### src/rtl/vita_word_align.sv
`default_nettype none
// ============================================================================
// Module   : vita_word_align
// Purpose  : Word-alignment training controller for one VITA LVDS data lane.
//            Watches the parallel word coming out of the bitslip muxer and
//            pulses the muxer's bitslip line until the lane training word is
//            seen MATCH_COUNT times in a row, then reports lock (or failure
//            after MAX_SLIPS unsuccessful slips).
// Ports    : clk           - clock, same domain as the bitslip muxer
//            rst_n         - asynchronous active-low reset
//            align_start_i - pulse, starts/restarts training when not busy
//            din_i         - word from the bitslip muxer output
//            bitslip_o     - one-cycle pulse to the muxer bitslip input
//            busy_o        - training in progress
//            locked_o      - lane aligned
//            failed_o      - MAX_SLIPS exhausted without lock
//            slip_count_o  - slips issued in the current attempt
// Revision : 1.0 - initial release
// ============================================================================
module vita_word_align #(
  parameter int                   DATAWIDTH     = 10,
  parameter logic [DATAWIDTH-1:0] TRAINING      = 10'h3A6,
  parameter int                   MATCH_COUNT   = 16,
  parameter int                   SETTLE_CYCLES = 4,
  parameter int                   MAX_SLIPS     = 20
) (
  input  logic                 clk,
  input  logic                 rst_n,
  input  logic                 align_start_i,
  input  logic [DATAWIDTH-1:0] din_i,
  output logic                 bitslip_o,
  output logic                 busy_o,
  output logic                 locked_o,
  output logic                 failed_o,
  output logic [7:0]           slip_count_o
);

  localparam int MW = $clog2(MATCH_COUNT + 1);
  localparam int SW = $clog2(SETTLE_CYCLES + 1);

  typedef enum logic [2:0] {
    IDLE   = 3'd0,
    CHECK  = 3'd1,
    SLIP   = 3'd2,
    SETTLE = 3'd3,
    LOCKED = 3'd4,
    FAIL   = 3'd5
  } state_t;

  state_t         state_q, state_d;
  logic [MW-1:0]  match_q, match_d;
  logic [SW-1:0]  settle_q, settle_d;
  logic [7:0]     slip_q, slip_d;
  logic           bitslip_q, busy_q, locked_q, failed_q;

  // Next-state and counter logic
  always_comb begin
    state_d  = state_q;
    match_d  = match_q;
    settle_d = settle_q;
    slip_d   = slip_q;
    case (state_q)
      IDLE, LOCKED, FAIL: begin
        if (align_start_i) begin
          state_d  = CHECK;
          match_d  = '0;
          settle_d = '0;
          slip_d   = '0;
        end
      end
      CHECK: begin
        if (din_i == TRAINING) begin
          match_d = match_q + MW'(1);
          if (match_q == MW'(MATCH_COUNT - 1)) begin
            state_d = LOCKED;
          end
        end else begin
          match_d = '0;
          if (slip_q < 8'(MAX_SLIPS)) begin
            state_d = SLIP;
            // Counted on entry so slip_count moves together with the pulse.
            slip_d  = slip_q + 8'd1;
          end else begin
            state_d = FAIL;
          end
        end
      end
      SLIP: begin
        state_d  = SETTLE;
        settle_d = SW'(SETTLE_CYCLES);
      end
      SETTLE: begin
        // Wait out the muxer's sel->dout latency before trusting din again.
        if (settle_q <= SW'(1)) begin
          state_d  = CHECK;
          settle_d = '0;
        end else begin
          settle_d = settle_q - SW'(1);
        end
      end
      default: state_d = IDLE;
    endcase
  end

  // State, counters and registered outputs (outputs decoded from next state)
  always_ff @(posedge clk or negedge rst_n) begin
    if (!rst_n) begin
      state_q   <= IDLE;
      match_q   <= '0;
      settle_q  <= '0;
      slip_q    <= '0;
      bitslip_q <= 1'b0;
      busy_q    <= 1'b0;
      locked_q  <= 1'b0;
      failed_q  <= 1'b0;
    end else begin
      state_q   <= state_d;
      match_q   <= match_d;
      settle_q  <= settle_d;
      slip_q    <= slip_d;
      bitslip_q <= (state_d == SLIP);
      busy_q    <= (state_d == CHECK) || (state_d == SLIP) || (state_d == SETTLE);
      locked_q  <= (state_d == LOCKED);
      failed_q  <= (state_d == FAIL);
    end
  end

  assign bitslip_o    = bitslip_q;
  assign busy_o       = busy_q;
  assign locked_o     = locked_q;
  assign failed_o     = failed_q;
  assign slip_count_o = slip_q;

endmodule
`default_nettype wire

### config.mk
export PLATFORM = sky130hd
export DESIGN_NAME = vita_word_align
export DESIGN_NICKNAME = d
export VERILOG_FILES = /design/src/rtl/vita_word_align.sv
export SDC_FILE = /design/constraint.sdc
export NUM_CORES = 1
export LEC_CHECK = 0
export ABC_AREA = 0
export CORE_MARGIN = 2
export CORE_UTILIZATION = 47
export CTS_BUF_LIST = sky130_fd_sc_hd__clkbuf_4
export CTS_CLUSTER_DIAMETER = 80
export CTS_CLUSTER_SIZE = 14
export DETAILED_ROUTE_END_ITERATION = 7
export GPL_ROUTABILITY_DRIVEN = 0
export PLACE_DENSITY = 0.77
export RECOVER_POWER = 100
export SLEW_MARGIN = 20
export SYNTH_ARGS = -nofsm -noshare
export SYNTH_HDL_FRONTEND = slang
export SYNTH_SLANG_ARGS = --single-unit
export TNS_END_PERCENT = 100
### constraint.sdc
create_clock -name clk -period 1.76 [get_ports clk]
set_input_delay 0.264 -clock clk [delete_from_list [all_inputs] [get_ports clk]]
set_output_delay 0.264 -clock clk [all_outputs]
set_load 0.01 [all_outputs]
* Word-level counts from Yosys, hierarchy flattened *
Index checks and enable logic that the tools add are counted.

word-level totals
  flip-flop bits (word level) = 23
  input port bits = 13

cells by class
  $add $sub $neg = 3
  magnitude comparators = 2
  eq/ne operators = 15
  mux-type cells = 16
  reduce and logical (&&, ||, !) cells = 9

operators with widths
  cell                                                             number
  two-way mux 8 bit                                                3
  two-way mux 3 bit                                                7
  case mux 8 bit (2 select lines)                                  1
  equality test 3 x 2 -> 1 bit (second input constant)             4
  equality test 3 bit (second input constant)                      4
  case mux 3 bit (4 select lines)                                  1
  equality test 10 bit (second input constant)                     1
  two-way mux 5 bit                                                2
  case mux 5 bit (2 select lines)                                  1
  case mux 3 bit (3 select lines)                                  1
  adder 8 x 1 -> 8 bit (second input constant)                     1
  less-than comparator 8 x 5 -> 1 bit (second input constant)      1
  equality test 3 x 1 -> 1 bit (second input constant)             2
  != test 2 bit (second input constant)                            3
  adder 5 x 1 -> 5 bit (second input constant)                     1
  equality test 5 x 4 -> 1 bit (second input constant)             1
  AND reduction 2 bit                                              2
  AND reduction 4 bit                                              1
  less-or-equal comparator 3 x 1 -> 1 bit (second input constant)  1
  logical NOT 3 bit                                                1
  nonzero test 3 bit                                               1
  OR reduction 3 bit                                               1
  subtractor 3 x 1 -> 3 bit (second input constant)                1
  logical OR 1 bit                                                 2
  nonzero test 2 bit                                               1

* Longest topological paths before layout *
Gate-level depths: netlist of run 1.

  depth after elaboration = 7
  gate-level depth with buffers = 7
  gate-level depth less buffers = 7

* Worst setup path before layout of run 1 *
No wires, ideal clock.

  path type = register -> register
  start point = register match_q[0]
  end point = register locked_q (netlist: locked_o)
  library setup time = 0.120 ns
  arrival time = 1.512 ns
  path slack = 0.128 ns
  cell stages (with the launch flop) = 8
  buffers on the path = 0
  cells stage by stage = dfrtp_1 > ha_1 > and3_1 > ha_1 > inv_1 > a31oi_1 > a22o_2 > and3_1

on the way
  longest elaborated chain between the ends = 5

ends and longest elaborated chain
  what                             RTL line  source
  start, declared                  51        logic [MW-1:0] match_q, match_d;
  start signal, assigned           118       match_q <= match_d;
  equality test 5 x 4 -> 1 bit     74        if (match_q == MW'(MATCH_COUNT - 1)) begin
  two-way mux 3 bit                74
  two-way mux 3 bit                72        if (din_i == TRAINING) begin
  case mux 3 bit (4 select lines)  62        case (state_q)
  equality test 3 bit              123       locked_q <= (state_d == LOCKED);
  end signal, assigned             123
  end, declared                    54        logic bitslip_q, busy_q, locked_q, failed_q;

No other way between the ends.
A chain may end at the register's enable or synchronous reset.

* Worst setup path in the final report of run 1 *
  start point = register slip_q[2] (netlist: slip_count_o[2])
  end point = output port slip_count_o[2]

RTL lines
  what                    RTL line  source
  start, declared         53        logic [7:0] slip_q, slip_d;
  start signal, assigned  120       slip_q <= slip_d;
  end, declared           35        output logic [7:0] slip_count_o

No word-level cell between the ends.

==> summary.md, run 1 <==
| Metric | Value |
|---|---|
| CTS Buf Count | 3 |
| Die Area | 2956 um^2 |
| Hold_ws | 0.4978 ns |
| Tot Pwr | 1.735 mW |
| GR Util All Layers | 19.42% |
| Switch Pwr | 0.6759 mW |
| Pwr dens | 1150 nW/um^2 |
| CTS tree | built |
| Primary FF master, synth | dfrtp_1 |
| HPWL Detailed | about 1900 um |
| Crit path DAT | 1.40 ns |
| Maximum vdd ir drop | 0.0007863 V |
| First-pass GRT wire length | 4112 um |
| Initial DRT Pass Iterations | 4 |
| CP endpoint kind | primary output |
| Critical Path Fanout Max | 6 |
| Element type at the critical path start | flop |
| Num ports | 25 |
| Worst-margin pin slew | around 1.2 ns |
| Final slew viol count | 0 |
| Max Cap Viol | 0 |
| Synth cell types | 34 |
| Slowest-stage cell, CP | dlygate4sd3_1 |
| Initial drt markers | 10 |
| Detailed Route WL | 2410 um |
| Most area-consuming cells after synthesis | dfrtp_1 (48%), nand2_1 (5.4%), ha_1 (5.2%), o21ai_0 (3.8%), nor2_1 (2.8%) |
| Switching Fraction | 38.96% |
| Seq/Total Area, Yosys | 48.27% |
| RSZ-0062 raised after global routing | false |
| F_max | 599.6 MHz |
| HP Class | flop to flop |
| Worst-path clk slew | 0.12 ns |
| Sink Count | 23 |
| Clk buf depth | 2 |
| P_leak | roughly 0.7 nW |
| Final period util | between 90% and 100% |
| Layout Nets | between 150 and 200 |
| EDFF count, synth | 0 |
| Count of final setup violators | 0 |
| Internal power | 1.059 mW |
| # DRC | 0 |
| Area of the multi-input gates | 563.0 um^2 |
| Fillcell total | 219 |
| Clock network fraction of design power | between 10 and 15% |
| Synth-to-layout area growth | 26.55% |
| Avg WL per Cell | 13.31 um |
| Critical Path RT | about 1.5 ns |
| Initial antenna violation count | 0 |
| Critical path type | flop to primary output |
| Sequential Power Share | 44.0% |
| CTS Root Cell | clkbuf_4 |
| GRT overflow | 0 |
| Cell Rows | 18 |
| Share of total power in combinational logic | 41.8% |
| Layout cells sized above 1 | between 10% and 20% |
| Status | finished, final reports clean |
| Yosys warns | 0 |
| Fin. Hold Viols | 0 |
| Commonest cells post-synth | dfrtp_1 (23), nand2_1 (17), nor2_1 (9), o21ai_0 (9), inv_1 (8) |
| Largest net degree at the start of global routing | 24 |
| Die Wd | 54.37 um |
| Remaining antenna violation count | 0 |
| Mapped Cells | approximately 120 |
| CTS H-tree lvls | 1 |
| Clock latency on the worst-skew pair | 0.32 ns |
| Chip height | 54.37 um |
| Initial Utilization | 49.02% |
| Routed vias/inst | around 5.4 |
| Post-synth ARST share | 100.0% |
| CP peak stage delay | approximately 0.63 ns |
| Top cell type's share of synthesized area | 48.27% |
| CP delay by family, top | buffers and inverters |
| CP bufs+invs | 1 |
| Flops & latches, synth | 23 |
| Top-count cell post-synth | dfrtp_1 |
| Post-Synthesis Cell Area | 1192 um^2 |
| Vias | 978 |
| CP Cell Sequence | dlygate4sd3_1 |
| Worst slew margin | between 15 and 20% |
| Area leader, netlist | dfrtp_1 |
| Post-synthesis net count | 137 |
| Antenna diodes | 0 |
| Core box area | 2432 um^2 |
| CTS hold repair buffers | 0 |
| Number of global-route vias before repair | about 990 |
| Register area | 575.6 um^2 |
| Tmin final | 1.668 ns |
| IO buf count | 24 |
| Syn Area/Cell | 10.02 um^2 |
| Max Clock Skew | 0.005108 ns |
-- path summary, 6_finish.rpt --
| path | startpoint | endpoint | slack (ns) | depth (start not counted) |
|---|---|---|---|---|
| max in group asynchronous | rst_n | match_q[3] | 0.31 | 2 |
| max | slip_count_o[2] | slip_count_o[2] | 0.09 | 1 |
| min | settle_q[2] | settle_q[2] | 0.50 | 1 |
| min reg2reg | settle_q[2] | settle_q[2] | 0.50 | 1 |
| max reg2reg | match_q[1] | locked_o | 0.10 | 7 |
| min in group asynchronous | rst_n | bitslip_o | 0.72 | 2 |
-- cell usage in the layout (no fill, tap or decap), types with 2 or more instances in the layout --
cell             netlist  routed
clkbuf_4               0       3
dlygate4sd3_1          0      13
clkbuf_1               0       4
o21ai_0                9       9
nor2b_1                1       2
nor3_1                 3       3
a21oi_1                2       2
ha_2                   0       2
nand3_1                4       4
or3_4                  2       2
a31oi_1                3       3
nand2_1               17      17
o21ai_2                2       2
a22o_1                 2       2
nor2_1                 9       9
dfrtp_1               23      23
buf_4                  0       2
and2_1                 4       4
nand2b_1               2       2
a21o_1                 2       2
o21bai_1               3       3
inv_1                  8       8
clkdlybuf4s50_1        0      11
ha_1                   5       3
-- flip-flops by register name, summed over array words and instances (netlist names) --
name,count
bitslip_o,1
slip_count_o,8
state_q,3
match_q,5
locked_o,1
busy_o,1
failed_o,1
settle_q,3
-- logic make-up (layout without fill, tap and decap cells) --
kind of cell             count (synthesis)  count (layout)  synth area share (%)
AO/OA/AOI/OAI                           26              26                 14.27
multiplexers                             1               1                0.8395
buffers and inverters                   11              43                 4.722
AND/OR/NAND/NOR                         52              52                 25.92
flip-flops                              23              23                 48.27
XOR/XNOR                                 1               1                0.7347
adder cells (fa/ha/maj)                  5               5                 5.247
-- timing repair --
action	CTS	global route
buffers inserted	0	0
gates resized for setup	0	3
setup endpoints to repair	0	2
-- power groups by stage --
| stage | registers, mW | logic (mW) | clock network [mW] |
|---|---|---|---|
| after floorplan | 0.759 | 0.499 | 0 |
| after global routing | 0.780 | 0.828 | 0.276 |
| after detailed placement | 0.773 | 0.788 | 0 |
| after CTS | 0.764 | 0.792 | 0.252 |
| after global placement | 0.766 | 0.752 | 0 |
| final | 0.764 | 0.726 | 0.245 |
-- layout make-up --
class | instances | share of cell area, %
multi-input cells | 85 | 37.31
clock inverters | 1 | 0.3317
well taps | 30 | 2.488
flip-flops and latches | 23 | 38.14
repair buffers | 31 | 18.24
clock buffers | 3 | 1.493
inverters | 8 | 1.990
-- stage by stage --
step           area [um^2]  setup slack (ns)  setup TNS [ns]  util [%]  instances
2_1_floorplan         1192            0.1279               0         -        119
3_3_place_gp          1496          -0.08106         -0.1938     61.52        177
3_5_place_dp          1496           -0.1308         -0.4304     61.52        177
4_1_cts               1524         0.0008997               0     62.65        181
5_1_grt               1509           0.01269               0     62.04        181
6_report              1509           0.09222               0     62.04        181
-- per-layer routing --
metal  share of wire [%]  GRT usage, %  vias to the layer above
met1                  44         22.84                      473
met5                   0             0                        -
met3                 4.1         2.459                        3
met4                0.91         7.500                        0
met2                  51         35.54                       25
li1                    -             -                      477
No activity file was read; power rests on OpenSTA's default activity.
==> inputs of run 2 (changes only) <==
Settings changed: CTS_CLUSTER_SIZE 14 to 16, SLEW_MARGIN 20 to default.
==> results of run 2 <==
Same layout as run 1: the final DEF is identical, and so are final timing and power.
